$ cat src/rtl/exe_issue_ctrl_pkg.sv
// Shared pipeline definitions for the Decode -> Execute issue slice.
// Latency: n/a (types and constants only).
// Backpressure: n/a.
// Contents: register index / latency types, issue FSM state encoding, zero-register constant.
package exe_issue_ctrl_pkg;

    localparam int NREGS_DEF = 32;
    localparam int REG_W_DEF = 5;
    localparam int LAT_W_DEF = 4;

    typedef logic [REG_W_DEF-1:0] reg_idx_t;
    typedef logic [LAT_W_DEF-1:0] lat_t;

    typedef enum logic [0:0] {
        IDLE = 1'b0,
        BUSY = 1'b1
    } issue_state_t;

    localparam reg_idx_t ZERO_REG = '0;

endpackage

$ cat src/rtl/exe_scoreboard.sv
// Register scoreboard: one pending bit per architectural register, set on issue, cleared on writeback.
// Latency: reads are combinational from the registered vector; updates land at the next clk edge.
// Backpressure: none; hits are consumed by the issue logic, which is what stalls Decode.
// Ports: clk/rst (sync, active-low); set_en/set_idx, clr_en/clr_idx, flush update the vector;
//        rd1_idx/rd2_idx -> rd1_hit/rd2_hit (source checks), chk_idx -> chk_hit (destination check);
//        pending exposes the whole vector for debug and trace.
module exe_scoreboard
    import exe_issue_ctrl_pkg::*;
#(
    parameter int NREGS = NREGS_DEF,
    parameter int REG_W = REG_W_DEF
) (
    input  logic             clk,
    input  logic             rst,
    input  logic             flush,
    input  logic             set_en,
    input  logic [REG_W-1:0] set_idx,
    input  logic             clr_en,
    input  logic [REG_W-1:0] clr_idx,
    input  logic [REG_W-1:0] rd1_idx,
    input  logic [REG_W-1:0] rd2_idx,
    input  logic [REG_W-1:0] chk_idx,
    output logic             rd1_hit,
    output logic             rd2_hit,
    output logic             chk_hit,
    output logic [NREGS-1:0] pending
);

    logic [NREGS-1:0] pending_nxt;

    // Register 0 never reports a hit, regardless of what the vector holds.
    assign rd1_hit = (rd1_idx != REG_W'(ZERO_REG)) && pending[rd1_idx];
    assign rd2_hit = (rd2_idx != REG_W'(ZERO_REG)) && pending[rd2_idx];
    assign chk_hit = (chk_idx != REG_W'(ZERO_REG)) && pending[chk_idx];

    // Set and clear never collide on one index: a pending rd blocks issue.
    // Clearing a bit that is already 0 is harmless, which covers stray writebacks.
    always_comb begin
        pending_nxt = pending;
        if (set_en) begin
            pending_nxt[set_idx] = 1'b1;
        end
        if (clr_en) begin
            pending_nxt[clr_idx] = 1'b0;
        end
        pending_nxt[0] = 1'b0;
    end

    always_ff @(posedge clk) begin
        if (!rst) begin
            pending <= '0;
        end else if (flush) begin
            pending <= '0;
        end else begin
            pending <= pending_nxt;
        end
    end

endmodule

$ cat src/rtl/exe_issue_ctrl.sv
// Issue controller between Decode and Execute: RAW/WAW hazard check, multi-cycle busy FSM, flush.
// Latency: exe_issue is combinational in the presented cycle; scoreboard/FSM update at the next edge.
// Backpressure: dec_stall holds Decode while a hazard or a busy Execute blocks the presented op.
// Ports: clk/rst (sync, active-low); dec_* describe the presented instruction; wb_valid/wb_rd retire
//        a register write; flush kills in-flight work; outputs dec_stall, exe_issue, exe_busy, pending.
module exe_issue_ctrl
    import exe_issue_ctrl_pkg::*;
#(
    parameter int NREGS = NREGS_DEF,
    parameter int REG_W = REG_W_DEF,
    parameter int LAT_W = LAT_W_DEF
) (
    input  logic             clk,
    input  logic             rst,
    input  logic             dec_valid,
    input  logic [REG_W-1:0] dec_rs1,
    input  logic [REG_W-1:0] dec_rs2,
    input  logic [REG_W-1:0] dec_rd,
    input  logic             dec_rd_wen,
    input  logic             dec_multi,
    input  logic [LAT_W-1:0] dec_lat,
    input  logic             wb_valid,
    input  logic [REG_W-1:0] wb_rd,
    input  logic             flush,
    output logic             dec_stall,
    output logic             exe_issue,
    output logic             exe_busy,
    output logic [NREGS-1:0] pending
);

    issue_state_t     state;
    logic [LAT_W-1:0] cnt;
    logic             rs1_hit;
    logic             rs2_hit;
    logic             rd_hit;
    logic             raw;
    logic             waw;
    logic             sb_set;
    logic             sb_clr;

    assign raw = rs1_hit || rs2_hit;
    assign waw = dec_rd_wen && rd_hit;

    // Hazards are judged against registered pending only; a writeback in the
    // same cycle does not release a stalled consumer until the following cycle.
    assign exe_issue = dec_valid && !raw && !waw && (state == IDLE) && !flush;
    assign dec_stall = dec_valid && !exe_issue && !flush;
    assign exe_busy  = (state == BUSY);

    assign sb_set = exe_issue && dec_rd_wen;
    assign sb_clr = wb_valid;

    exe_scoreboard #(
        .NREGS (NREGS),
        .REG_W (REG_W)
    ) u_scoreboard (
        .clk     (clk),
        .rst     (rst),
        .flush   (flush),
        .set_en  (sb_set),
        .set_idx (dec_rd),
        .clr_en  (sb_clr),
        .clr_idx (wb_rd),
        .rd1_idx (dec_rs1),
        .rd2_idx (dec_rs2),
        .chk_idx (dec_rd),
        .rd1_hit (rs1_hit),
        .rd2_hit (rs2_hit),
        .chk_hit (rd_hit),
        .pending (pending)
    );

    // A multi-cycle op issued at cycle T holds Execute for T+1 .. T+dec_lat:
    // cnt is loaded with dec_lat and the FSM leaves BUSY at the edge where cnt==1.
    // A zero latency is treated as a single-cycle op and never enters BUSY.
    always_ff @(posedge clk) begin
        if (!rst) begin
            state <= IDLE;
            cnt   <= '0;
        end else if (flush) begin
            state <= IDLE;
            cnt   <= '0;
        end else begin
            case (state)
                IDLE: begin
                    if (exe_issue && dec_multi && (dec_lat != '0)) begin
                        state <= BUSY;
                        cnt   <= dec_lat;
                    end
                end
                BUSY: begin
                    // cnt==0 cannot occur in BUSY; treat it as done rather than wrap.
                    if (cnt <= LAT_W'(1)) begin
                        state <= IDLE;
                        cnt   <= '0;
                    end else begin
                        cnt <= cnt - LAT_W'(1);
                    end
                end
                default: begin
                    state <= IDLE;
                    cnt   <= '0;
                end
            endcase
        end
    end

endmodule

$ cat config.mk
export PLATFORM = sky130hd
export DESIGN_NAME = exe_issue_ctrl
export DESIGN_NICKNAME = d
export VERILOG_FILES = /design/src/rtl/exe_issue_ctrl_pkg.sv /design/src/rtl/exe_scoreboard.sv /design/src/rtl/exe_issue_ctrl.sv
export SDC_FILE = /design/constraint.sdc
export NUM_CORES = 1
export LEC_CHECK = 0
export BUFFER_PORTS_ARGS = -buffer_cell sky130_fd_sc_hd__buf_2
export CORE_MARGIN = 8
export CORE_UTILIZATION = 50
export CTS_BUF_LIST = sky130_fd_sc_hd__clkbuf_16
export CTS_CLUSTER_SIZE = 14
export DETAILED_ROUTE_END_ITERATION = 8
export PLACE_DENSITY = 0.75
export REMOVE_ABC_BUFFERS = 1
export SYNTH_ARGS = -nofsm -noshare
export SYNTH_HDL_FRONTEND = slang
export SYNTH_SLANG_ARGS = --single-unit
$ cat constraint.sdc
create_clock -name clk -period 5.87 [get_ports clk]
set_input_delay 1.761 -clock clk [delete_from_list [all_inputs] [get_ports clk]]
set_output_delay 1.761 -clock clk [all_outputs]
set_load 0.1 [all_outputs]
== Word level (Yosys, flattened, before mapping) ==
Index checks and enable logic that the tools add are counted.
Widths: inputs -> output; s select.

* $add $sub $neg: 1
* $mul: 0
* Reductions and logical operators: 25
* Divide/modulo/power cells: 0
* Shift operators: 0
* Bitwise gates (word level): 5
* Muxes and demuxes: 18
* Equality and inequality tests: 1
* Magnitude comparators: 7

{| class="wikitable"
|+ Operator list
! cell !! number
|-
| $mux 32 || 2
|-
| $and 32x32->32 || 1
|-
| $not 32->32 || 1
|-
| $or 32x32->32 || 1
|-
| $lt 5x6->1 const B || 4
|-
| $bmux 1 s5 || 3
|-
| $logic_and 1x1->1 || 15
|-
| $reduce_bool 5->1 || 3
|-
| $demux 1 s5 || 2
|-
| $ge 5x1->1 const B || 2
|-
| $mux 4 || 2
|-
| $pmux 4 s2 || 1
|-
| $mux 1 || 7
|-
| $le 4x1->1 const B || 1
|-
| $logic_not 1->1 || 4
|-
| $reduce_bool 4->1 || 1
|-
| $sub 4x1->4 const B || 1
|-
| $ne 2x1->1 const B || 1
|-
| $not 1->1 || 2
|-
| $pmux 1 s2 || 1
|-
| $reduce_or 2->1 || 1
|-
| $logic_or 1x1->1 || 1
|}

* Memory bits (writable): 0
* Memories kept: 0
* Register bits: 37
* Bits of input ports: 31
* Latch bits: 0
* Logic and storage cells: 61
* Memory bits (read-only): 0
* Output and inout port bits: 35

== Depth between registers and ports, before layout ==
Gate-level depths: netlist of run 1.

* Word-level depth: 13
* Mapped depth: 9
* Mapped depth without buffers: 7

== Hierarchy ==
A second synthesis of run 1 with hierarchy kept.

* Cells, all modules: 282
* Area, all modules: 2,613.8 sq um

{| class="wikitable"
|+ Modules (own cells, without submodules)
! module !! area an instance (sq um) !! times used !! cells an instance !! seq. area each (sq um)
|-
| exe_scoreboard || 2,225.9 || 1 || 239 || 620.6
|-
| exe_issue_ctrl || 387.9 || 1 || 43 || 100.1
|}

== Worst setup path before layout of run 1 ==
No wires, ideal clock.

* Path kind: input to output
* Start point: in dec_rd[0]
* End point: out dec_stall
* Stages on the path: 8
* Arrival: 4.517 ns
* Buffers on the path: 2
* Path slack: -0.408 ns
* Data required time: 4.109 ns
* Path through: clkbuf_1 > mux2i_1 > o22ai_1 > mux2i_1 > and4_1 > o2111a_2 > buf_6 > nor2_1

* Longest elaborated chain between the ends: 11
* Elaborated cells between the ends (all ways): 12
* Those cells by class: 2 x mux; 10 x reduce/logical

{| class="wikitable"
|+ RTL lines
! element !! RTL line !! source
|-
| start: declaration || exe_issue_ctrl.sv:18 || <nowiki>input logic [REG_W-1:0] dec_rd,</nowiki>
|-
| $bmux 1 s5 || exe_scoreboard.sv:34 || <nowiki>assign chk_hit = (chk_idx != REG_W'(ZERO_REG)) && pending[chk_idx];</nowiki>
|-
| $mux 1 (implied by the code) || exe_scoreboard.sv:34 ||
|-
| $logic_and 1x1->1 * || exe_scoreboard.sv:34 ||
|-
| $logic_and 1x1->1 * || exe_issue_ctrl.sv:42 || <nowiki>assign waw = dec_rd_wen && rd_hit;</nowiki>
|-
| $logic_not 1->1 * || exe_issue_ctrl.sv:46 || <nowiki>assign exe_issue = dec_valid && !raw && !waw && (state == IDLE) && !flush;</nowiki>
|-
| $logic_and 1x1->1 * (3 in series) || exe_issue_ctrl.sv:46 ||
|-
| named net exe_issue || exe_issue_ctrl.sv:26 || <nowiki>output logic exe_issue,</nowiki>
|-
| $logic_not 1->1 * || exe_issue_ctrl.sv:47 || <nowiki>assign dec_stall = dec_valid && !exe_issue && !flush;</nowiki>
|-
| $logic_and 1x1->1 * (2 in series) || exe_issue_ctrl.sv:47 ||
|-
| end: declaration || exe_issue_ctrl.sv:25 || <nowiki>output logic dec_stall,</nowiki>
|}

Mark *: on every way through the listed nets, which the timed path passes. The rest lies on a longest branch. The select of a mux whose other input is x is not followed.

== Final worst setup path of run 1 ==
* Start point: in dec_rs1[0]
* End point: out dec_stall

* Longest elaborated chain between the ends: 12
* Elaborated cells between the ends (all ways): 13
* Those cells by class: 2 x mux; 11 x reduce/logical

{| class="wikitable"
|+ RTL lines
! element !! RTL line !! source
|-
| start: declaration || exe_issue_ctrl.sv:16 || <nowiki>input logic [REG_W-1:0] dec_rs1,</nowiki>
|-
| $bmux 1 s5 || exe_scoreboard.sv:32 || <nowiki>assign rd1_hit = (rd1_idx != REG_W'(ZERO_REG)) && pending[rd1_idx];</nowiki>
|-
| $mux 1 (implied by the code) || exe_scoreboard.sv:32 ||
|-
| $logic_and 1x1->1 * || exe_scoreboard.sv:32 ||
|-
| $logic_or 1x1->1 * || exe_issue_ctrl.sv:41 || <nowiki>assign raw = rs1_hit || rs2_hit;</nowiki>
|-
| $logic_not 1->1 * || exe_issue_ctrl.sv:46 ||
|-
| $logic_and 1x1->1 * (4 in series) || exe_issue_ctrl.sv:46 ||
|-
| $logic_not 1->1 * || exe_issue_ctrl.sv:47 ||
|-
| $logic_and 1x1->1 * (2 in series) || exe_issue_ctrl.sv:47 ||
|}

Every way passes the cells marked *; elsewhere a longest branch is shown, timed or not. The select of a mux whose other input is x is not followed.

==> metrics.md, run 1 <==
| Metric | Value |
|---|---|
| Run status | `completed` |
| Power Dens Cells | `187 nW/um2` |
| Initial core utilization | `0.509` |
| Row cnt | `27` |
| Clk sinks | `36` |
| Max_cap viols | `0` |
| Rel. slew slack | `0.246` |
| Distinct cell type count after synthesis | `50` |
| Final Power | `613 uW` |
| Vias per cell | `6.20` |
| Die width | `90.2 um` |
| Peak Freq | `182 MHz` |
| PortBufs | `64` |
| Sequential area share after synthesis | `0.262` |
| P_sw | `177 uW` |
| R2R depth | `7` |
| Max Clock Skew | `0.00876 ns` |
| Core area | `5410 um2` |
| Cts bufs inserted | `5` |
| Later-pin clock latency in the skew report | `0.28 ns` |
| Yosys reg bits | `36` |
| Syn. warnings | `0` |
| CTS tree | `built` |
| Clock network fraction of design power | `0.432` |
| Async SR Flop Fraction | `0` |
| Share of post-route cells with drive strength above 1 | `0.228` |
| Layout area overhead | `19.0%` |
| Largest net degree at the start of global routing | `26` |
| Critical Path AT | `3.72 ns` |
| Antenna viol nets, final | `0` |
| Crit-path max FO | `13` |
| Vias | `2889` |
| All-Layer GR Usage | `0.221` |
| Post-CTS setup buffers | `0` |
| Root buf cell | `clkbuf_16` |
| DRT Pass-1 Iters | `4` |
| DRT iter0 DRCs | `245` |
| Post-DP HPWL | `6.73 mm` |
| First-pass GRT wire length | `14.9 mm` |
| Main synth FF type | `dfxtp_1` |
| Slew @ Worst Pin | `1.13 ns` |
| Post-CTS sizing | `0` |
| Avg Inst Size Synth | `8.20 um2` |
| Height of the die | `90.2 um` |
| # IOs | `66` |
| Tmin final | `5.48 ns` |
| Comb power frac | `0.166` |
| Worst hold stages | `2` |
| Clock-pin transition on the worst setup and hold timing paths | `0.06 ns` |
| Commonest non-fill, non-tap cell in the layout | `buf_2` |
| Cts-stage hold buffer count | `0` |
| Synthesized cell area | `2750 um2` |
| GPL Wtd Cong | `0.981` |
| Cell Int Power | `436 uW` |
| Final Setup Violations | `0` |
| Startpoint Class | `input pin` |
| ANT cells | `0` |
| Final hold violation count | `0` |
| Setup crit end kind | `primary output` |
| Max-slew violation count | `0` |
| Non-Filler Instances | `466` |
| EDFF count, synth | `0` |
| Commonest non-fill, non-tap cells in the layout | `buf_2 (62), nand2_1 (38), dfxtp_1 (36)` |
| Deepest clock path buffer count | `2` |
| Post-Synthesis Cells | `336` |
| Vias in the first global route | `2881` |
| VDD IR-drop max | `0.000132 V` |
| Hold Crit Class | `reg2reg` |
| Reg power frac | `0.402` |
| Switching Share | `0.289` |
| Final WL | `9.00 mm` |
| Leak | `1.27 nW` |
| Final nets | `426` |
| Drt drc | `0` |
| Fin crit share | `0.934` |
| Htree depth | `2` |
| DIE AREA | `8140 um2` |
| Critical path type | `in2out` |
| Overflow after GRT | `0` |
| Post-detailed-route wirelength per cell | `19.3 um` |
| CP required | `4.11 ns` |
| Dpl cells | `458` |
| RSZ-0062 raised after global routing | `no` |
| Initial antenna violation count | `0` |
==> synth_stat cells (all sizes together), types with 4 or more instances <==
| cell type | instances | share of area |
|---|---|---|
| nor2b | 4 | 0.0091 |
| o2111ai | 4 | 0.015 |
| mux2i | 26 | 0.095 |
| a211oi | 5 | 0.014 |
| mux4 | 10 | 0.089 |
| nor3 | 16 | 0.029 |
| a41oi | 5 | 0.016 |
| and3 | 4 | 0.0091 |
| a21oi | 29 | 0.053 |
| nor3b | 5 | 0.014 |
| buf | 6 | 0.016 |
| inv | 35 | 0.048 |
| nand2 | 38 | 0.052 |
| clkbuf | 12 | 0.016 |
| o211ai | 27 | 0.074 |
| dfxtp | 36 | 0.26 |
| nor2 | 20 | 0.027 |
| nand2b | 6 | 0.014 |
==> power groups by stage <==
stage	clock network [mW]	registers (mW)	logic [mW]
final	0.265	0.247	0.101
after global routing	0.277	0.247	0.109
after floorplan	0	0.254	0.0508
after CTS	0.267	0.247	0.0997
after detailed placement	0	0.252	0.0995
after global placement	0	0.252	0.0979
==> metal layers <==
layer,part of all wire,track usage
met2,0.45,0.337
met3,0.092,0.0565
met1,0.45,0.295
met4,0.014,0.0791
met5,0,0
==> registers in the layout, indices dropped and copies added, names as in the netlist <==
register,cells
u_scoreboard.pending,31
cnt,4
exe_busy,1
==> cell families after synthesis <==
group                    Yosys count  synth area share
XOR/XNOR                           1           0.00318
buffers and inverters             54            0.0818
adder cells (fa/ha/maj)            2           0.00909
AND/OR/NAND/NOR                  108             0.204
multiplexers                      38             0.191
AO/OA/AOI/OAI                     96             0.247
other                              1           0.00136
flip-flops                        36             0.262
==> cell type report <==
type                    count  area [um2]
multi-input cells         246        1810
clock buffers               5         125
repair buffers             68         380
inverters                  36         135
well taps                  72        90.1
clock inverters             3        18.8
flip-flops and latches     36         721
fillers                   497        2130
==> critical path, cell delays in order <==
cell	delay, ns
buf_2	0.27
mux4_2	0.54
a221o_1	0.38
and4_1	0.21
o2111a_2	0.18
nor2_1	0.18
buf_12	0.20
==> stage by stage <==
step | setup slack (ns) | cell area, um2 | util | TNS, ns | hold WS (ns)
after CTS | 0.377 | 3280 | 0.606 | 0 | 0.519
after global placement | 0.418 | 3130 | 0.580 | 0 | 0.514
final | 0.385 | 3280 | 0.606 | 0 | 0.519
after floorplan | -0.416 | 2660 | - | -0.416 | 0.579
after global routing | 0.318 | 3280 | 0.606 | 0 | 0.548
after detailed placement | 0.382 | 3130 | 0.580 | 0 | 0.504
==> worst paths after layout <==
kind | startpoint | endpoint | slack, ns
setup / recovery | dec_rs1[0] | dec_stall | 0.39
hold / removal | u_scoreboard.pending[9] | u_scoreboard.pending[9] | 0.52
setup reg to reg | u_scoreboard.pending[5] | u_scoreboard.pending[3] | 3.09
hold reg to reg | u_scoreboard.pending[9] | u_scoreboard.pending[9] | 0.52
Power figures use the tool's default switching activity.
==> run 2, diff against run 1 <==
--- a/config.mk
+++ b/config.mk
@@ -8,7 +8,7 @@
 export BUFFER_PORTS_ARGS = -buffer_cell sky130_fd_sc_hd__buf_2
 export CORE_MARGIN = 8
 export CORE_UTILIZATION = 50
-export CTS_BUF_LIST = sky130_fd_sc_hd__clkbuf_16
+export CTS_BUF_LIST = sky130_fd_sc_hd__clkbuf_8
 export CTS_CLUSTER_SIZE = 14
 export DETAILED_ROUTE_END_ITERATION = 8
 export PLACE_DENSITY = 0.75
@@ -16,3 +16,4 @@
 export SYNTH_ARGS = -nofsm -noshare
 export SYNTH_HDL_FRONTEND = slang
 export SYNTH_SLANG_ARGS = --single-unit
+export TNS_END_PERCENT = 50
==> run 2 against run 1 <==
Effect of this change: core utilization shrank 1.0 points; clock power shrank 31%; register-to-register slack lost 0.06 ns; flip-flop and latch count is the same; design area shrank 1.7%; total power shrank 14%; maximum frequency is essentially flat; die area is the same; final cell count is the same; hold slack gained 0.0075 ns; sequential share of layout area grew 0.38 points.
==> metrics.md, run 2 (synthesis results as in run 1) <==
| Metric | Value |
|---|---|
| Final hold violation count | `0 (unchanged)` |
| Slowest library cell on the worst path | `mux4_2 (unchanged)` |
| Max Clock Skew | `0.0117 ns (was 0.00876 ns)` |
| Rel. slew slack | `0.296 (was 0.246)` |
| Commonest non-fill, non-tap cells in the layout | `buf_2 (62), nand2_1 (38), dfxtp_1 (36) (unchanged)` |
| Startpoint Class | `input pin (unchanged)` |
| Commonest non-fill, non-tap cell in the layout | `buf_2 (unchanged)` |
| CP required | `4.11 ns (about the same)` |
| Vias per cell | `6.29 (was 6.20)` |
| Cts-stage hold buffer count | `0 (unchanged)` |
| Core area | `5410 um2 (unchanged)` |
| Final nets | `426 (unchanged)` |
| DP Worst Slack | `0.382 ns (unchanged)` |
| Fin crit share | `0.934 (about the same)` |
| Tmin final | `5.48 ns (about the same)` |
| Post-CTS setup buffers | `0 (unchanged)` |
| Largest reg by FF count | `u_scoreboard.pending (unchanged)` |
| Slew @ Worst Pin | `1.05 ns (was 1.13 ns)` |
| DIE AREA | `8140 um2 (unchanged)` |
| Power Dens Cells | `164 nW/um2 (was 187 nW/um2)` |
| Crit path max-delay family | `compound AO/OA/AOI/OAI gates (unchanged)` |
| Hold Crit Class | `reg2reg (unchanged)` |
| # IOs | `66 (unchanged)` |
| Final Setup Violations | `0 (unchanged)` |
| Max-slew violation count | `0 (unchanged)` |
| Vias in the first global route | `2886 (was 2881)` |
| Overflow after GRT | `0 (unchanged)` |
| Cts bufs inserted | `5 (unchanged)` |
| GPL Wtd Cong | `0.981 (unchanged)` |
| CP peak stage delay | `0.54 ns (about the same)` |
| Initial core utilization | `0.509 (unchanged)` |
| Share of post-route cells with drive strength above 1 | `0.228 (unchanged)` |
| Vias | `2929 (was 2889)` |
| Critical-path cell list | `buf_2 -> mux4_2 -> a221o_1 -> and4_1 -> o2111a_2 -> nor2_1 -> buf_12 (unchanged)` |
| DRT Pass-1 Iters | `4 (unchanged)` |
| Critical path type | `in2out (unchanged)` |
| First-pass GRT wire length | `14.8 mm (was 14.9 mm)` |
| Clock-pin transition on the worst setup and hold timing paths | `0.08 ns (was 0.06 ns)` |
| Post-DP HPWL | `6.73 mm (unchanged)` |
| Crit-path max FO | `13 (unchanged)` |
| VDD IR-drop max | `0.0000990 V (was 0.000132 V)` |
| Setup crit end kind | `primary output (unchanged)` |
| Leak | `1.25 nW (was 1.27 nW)` |
| Cell area after layout | `3220 um2 (was 3280 um2)` |
| Post-detailed-route wirelength per cell | `19.2 um (was 19.3 um)` |
| Max_cap viols | `0 (unchanged)` |
| Height of the die | `90.2 um (unchanged)` |
| DRT iter0 DRCs | `234 (was 245)` |
| Later-pin clock latency in the skew report | `0.29 ns (was 0.28 ns)` |
| Root buf cell | `clkbuf_8 (was clkbuf_16)` |
| Largest net degree at the start of global routing | `26 (unchanged)` |
| Critical Path AT | `3.72 ns (about the same)` |
| CTS tree | `built (unchanged)` |
| Fin worst setup slack | `0.387 ns (was 0.385 ns)` |
| Deepest clock path buffer count | `2 (unchanged)` |
| Cell Area, Placed | `3130 um2 (unchanged)` |
| Run status | `completed (unchanged)` |
| Largest register FFs | `31 (unchanged)` |
| Final WL | `8.96 mm (was 9.00 mm)` |
| PortBufs | `64 (unchanged)` |
| Clk sinks | `36 (unchanged)` |
| Initial antenna violation count | `0 (unchanged)` |
| Post-CTS sizing | `0 (unchanged)` |
| All-Layer GR Usage | `0.221 (about the same)` |
| RSZ-0062 raised after global routing | `no (unchanged)` |
| Peak Freq | `182 MHz (about the same)` |
| Htree depth | `2 (unchanged)` |
| Antenna viol nets, final | `0 (unchanged)` |
| Drt drc | `0 (unchanged)` |
| Die width | `90.2 um (unchanged)` |
| Buf/Inv on CP | `2 (unchanged)` |
| ANT cells | `0 (unchanged)` |
| Row cnt | `27 (unchanged)` |
| Layout area overhead | `17.0% (was 19.0%)` |
[run 2: cell counts in the layout (fill, tap and decap cells not counted)]
Identical to the previous run, type by type.
[run 2: per-stage QoR]
| step | utilization | setup TNS [ns] | hold WS [ns] | instances | power [mW] |
|---|---|---|---|---|---|
| 6_report | 0.596 | 0 | 0.526 | 466 | 0.530 |
| 5_1_grt | 0.596 | 0 | 0.551 | 466 | 0.550 |
| 4_1_cts | 0.596 | 0 | 0.522 | 466 | 0.528 |
| 3_5_place_dp | 0.580 | 0 | 0.504 | 458 | 0.351 |
| 3_3_place_gp | 0.580 | 0 | 0.514 | 458 | 0.350 |
| 2_1_floorplan | - | -0.416 | 0.579 | 318 | 0.305 |
[run 2: worst paths after layout]
path | from | endpoint | slack, ns | depth (start not counted)
setup / recovery | dec_rs1[0] | dec_stall | 0.39 | 7
hold / removal | u_scoreboard.pending[9] | u_scoreboard.pending[9] | 0.53 | 2
setup reg to reg | u_scoreboard.pending[5] | u_scoreboard.pending[11] | 3.03 | 7
hold reg to reg | u_scoreboard.pending[9] | u_scoreboard.pending[9] | 0.53 | 2
[run 2: report_power, final]
| group | switching (mW) | internal (mW) |
|---|---|---|
| Combinational | 0.0673 | 0.0342 |
| Clock | 0.0994 | 0.0829 |
| Sequential | 0.00132 | 0.245 |
| Total | 0.168 | 0.362 |
[run 2: metal layers]
layer,up-vias,wire length [um],GRT usage
met1,1381,3970,0.297
li1,1369,-,-
met4,0,151,0.0763
met2,159,4000,0.337
met3,20,844,0.0507
met5,-,0,0
[run 2: worst min-delay path: cells and delay by family (launching register included)]
family,cells,cell delay [ns]
compound gates,1,0.05
buf+inv,1,0.07
flops,1,0.36
[run 2: layout make-up]
| class | instances | area, um2 |
|---|---|---|
| Fill cell | 510 | 2180 |
| Multi-Input combinational cell | 246 | 1810 |
| Sequential cell | 36 | 721 |
| Timing Repair Buffer | 68 | 380 |
| Inverter | 36 | 135 |
| Tap cell | 72 | 90.1 |
| Clock buffer | 5 | 68.8 |
| Clock inverter | 3 | 18.8 |
==> run 3, diff against run 2 <==
--- a/config.mk
+++ b/config.mk
@@ -6,6 +6,7 @@
 export NUM_CORES = 1
 export LEC_CHECK = 0
 export BUFFER_PORTS_ARGS = -buffer_cell sky130_fd_sc_hd__buf_2
+export CORE_ASPECT_RATIO = 0.6
 export CORE_MARGIN = 8
 export CORE_UTILIZATION = 50
 export CTS_BUF_LIST = sky130_fd_sc_hd__clkbuf_8
==> run 3 against run 2 <==
Effect of this change: sequential power about the same; critical endpoint unchanged; sequential share of layout area decreased by 0.19 points; non-clock buffer count increased by 1; largest power group unchanged; maximum frequency decreased by 2.4%; core utilization increased by 0.14 points; combinational power about the same; highest routed layer unchanged.
==> metrics.md, run 3 (synthesis results as in run 1) <==
| Metric | Value |
|---|---|
| Later-pin clock latency in the skew report | `0.30 ns (was 0.29 ns)` |
| Vias per cell | `6.36 (was 6.29)` |
| Commonest non-fill, non-tap cells in the layout | `buf_2 (62), nand2_1 (38), dfxtp_1 (36) (unchanged)` |
| Peak Freq | `178 MHz (was 182 MHz)` |
| Largest reg by FF count | `u_scoreboard.pending (unchanged)` |
| Final hold violation count | `0 (unchanged)` |
| Hold Crit Class | `reg2reg (unchanged)` |
| Slew @ Worst Pin | `1.02 ns (was 1.05 ns)` |
| Startpoint Class | `input pin (unchanged)` |
| Clock network fraction of design power | `0.391 (was 0.344)` |
| Switching Share | `0.293 (was 0.317)` |
| Power Dens Cells | `176 nW/um2 (was 164 nW/um2)` |
| Crit. Startpoint | `dec_rd[0] (was dec_rs1[0])` |
| Critical path type | `in2out (unchanged)` |
| Rel. slew slack | `0.319 (was 0.296)` |
| Core area | `5440 um2 (was 5410 um2)` |
| Post-DP HPWL | `7.12 mm (was 6.73 mm)` |
| Final Power | `573 uW (was 530 uW)` |
| DRT iter0 DRCs | `349 (was 234)` |
| Final Setup Violations | `0 (unchanged)` |
| Initial core utilization | `0.506 (was 0.509)` |
| Crit-path max FO | `17 (was 13)` |
| Post-detailed-route wirelength per cell | `20.7 um (was 19.2 um)` |
| Comb power frac | `0.179 (was 0.191)` |
| Row cnt | `21 (was 27)` |
| Post-CTS setup buffers | `0 (unchanged)` |
| Critical Path AT | `3.86 ns (was 3.72 ns)` |
| Vias | `2949 (was 2929)` |
| Crit path capture | `dec_stall (unchanged)` |
| Commonest non-fill, non-tap cell in the layout | `buf_2 (unchanged)` |
| Die width | `112 um (was 90.2 um)` |
| PortBufs | `64 (unchanged)` |
| Tmin final | `5.62 ns (was 5.48 ns)` |
| Height of the die | `73.5 um (was 90.2 um)` |
| Setup crit end kind | `primary output (unchanged)` |
| Largest register FFs | `31 (unchanged)` |
| Deepest clock path buffer count | `2 (unchanged)` |
| Run status | `completed (unchanged)` |
| Cts-stage hold buffer count | `0 (unchanged)` |
| Final nets | `427 (was 426)` |
| Share of post-route cells with drive strength above 1 | `0.230 (was 0.228)` |
| Reg power frac | `0.430 (was 0.465)` |
| Root buf cell | `clkbuf_8 (unchanged)` |
| Reg-to-reg startpoint | `u_scoreboard.pending[5] (unchanged)` |
| First-pass GRT wire length | `15.0 mm (was 14.8 mm)` |
| RSZ-0062 raised after global routing | `no (unchanged)` |
| Clk sinks | `36 (unchanged)` |
| DRT Pass-1 Iters | `5 (was 4)` |
| Largest net degree at the start of global routing | `26 (unchanged)` |
| Cts bufs inserted | `5 (unchanged)` |
| Max Clock Skew | `0.00744 ns (was 0.0117 ns)` |
| Post-CTS sizing | `0 (unchanged)` |
| Worst Hold Margin | `0.531 ns (was 0.526 ns)` |
| Fin crit share | `0.957 (was 0.934)` |
| VDD IR-drop max | `0.000114 V (was 0.0000990 V)` |
| Max-slew violation count | `0 (unchanged)` |
| Cell Area, Placed | `3140 um2 (was 3130 um2)` |
| ANT cells | `0 (unchanged)` |
| Flop2flop setup slack | `2.99 ns (was 3.03 ns)` |
| GPL Wtd Cong | `0.982 (was 0.981)` |
| CP required | `4.11 ns (about the same)` |
| Final WL | `9.61 mm (was 8.96 mm)` |
| # IOs | `66 (unchanged)` |
| CTS tree | `built (unchanged)` |
| Layout area overhead | `18.0% (was 17.0%)` |
| Overflow after GRT | `0 (unchanged)` |
| Leak | `1.26 nW (was 1.25 nW)` |
| All-Layer GR Usage | `0.232 (was 0.221)` |
| Max_cap viols | `0 (unchanged)` |
| Initial antenna violation count | `0 (unchanged)` |
| Drt drc | `0 (unchanged)` |
| Clock-pin transition on the worst setup and hold timing paths | `0.07 ns (was 0.08 ns)` |
| Antenna viol nets, final | `0 (unchanged)` |
| Reg-to-reg endpoint | `u_scoreboard.pending[15] (was u_scoreboard.pending[11])` |
| Vias in the first global route | `2731 (was 2886)` |
| DIE AREA | `8220 um2 (was 8140 um2)` |
| R2R depth | `7 (unchanged)` |
| Cell area after layout | `3250 um2 (was 3220 um2)` |
| P_sw | `168 uW (about the same)` |
| Cell Int Power | `405 uW (was 362 uW)` |
| Htree depth | `2 (unchanged)` |
## run 3: changes by cell type in the layout (fill, tap and decap cells not counted)
cell / previous run / this run
clkinv_4: 1 / 0
clkinvlp_4: 0 / 1
clkinv_2: 2 / 1
buf_4: 4 / 5
bufinv_16: 0 / 1
## run 3: critical path, stage by stage
cell,delay (ns)
buf_2,0.40
mux2i_1,0.26
nor3_1,0.07
o41ai_1,0.47
and4_1,0.34
o2111a_2,0.29
nor2_1,0.08
buf_12,0.17
## run 3: worst min path at each step
stage,from,endpoint,slack (ns),cells past startpoint
floorplan,cnt[3],cnt[2],0.58,4
global placement,u_scoreboard.pending[23],u_scoreboard.pending[23],0.51,2
detailed placement,u_scoreboard.pending[13],u_scoreboard.pending[13],0.51,2
CTS,u_scoreboard.pending[13],u_scoreboard.pending[13],0.53,2
global route,u_scoreboard.pending[13],u_scoreboard.pending[13],0.56,2
finish,u_scoreboard.pending[13],u_scoreboard.pending[13],0.53,2
## run 3: area by class of cell
cell class | instances | area (um2)
Clock buffer | 5 | 68.8
Clock inverter | 3 | 42.5
Fill cell | 510 | 2190
Inverter | 36 | 135
Multi-Input combinational cell | 246 | 1810
Sequential cell | 36 | 721
Tap cell | 69 | 86.3
Timing Repair Buffer | 69 | 388
## run 3: power groups by stage
stage	Sequential, mW	Combinational [mW]	Clock [mW]
after global routing	0.246	0.109	0.236
final	0.246	0.103	0.224
after CTS	0.246	0.100	0.224
after global placement	0.252	0.0983	0
after detailed placement	0.252	0.0999	0
after floorplan	0.254	0.0508	0
## run 3: per-layer routing
| layer | track usage | share of wire | vias up |
|---|---|---|---|
| met5 | 0 | 0 | - |
| met2 | 0.325 | 0.40 | 180 |
| met1 | 0.326 | 0.46 | 1389 |
| met3 | 0.0763 | 0.12 | 12 |
| li1 | - | - | 1368 |
| met4 | 0.0692 | 0.011 | 0 |
## run 3: stage by stage
stage	std cells	setup TNS, ns	setup WS (ns)	util
finish	464	0	0.254	0.597
global route	464	0	0.144	0.597
CTS	464	0	0.345	0.597
detailed placement	456	0	0.388	0.577
global placement	456	0	0.423	0.577
floorplan	318	-0.416	-0.416	-
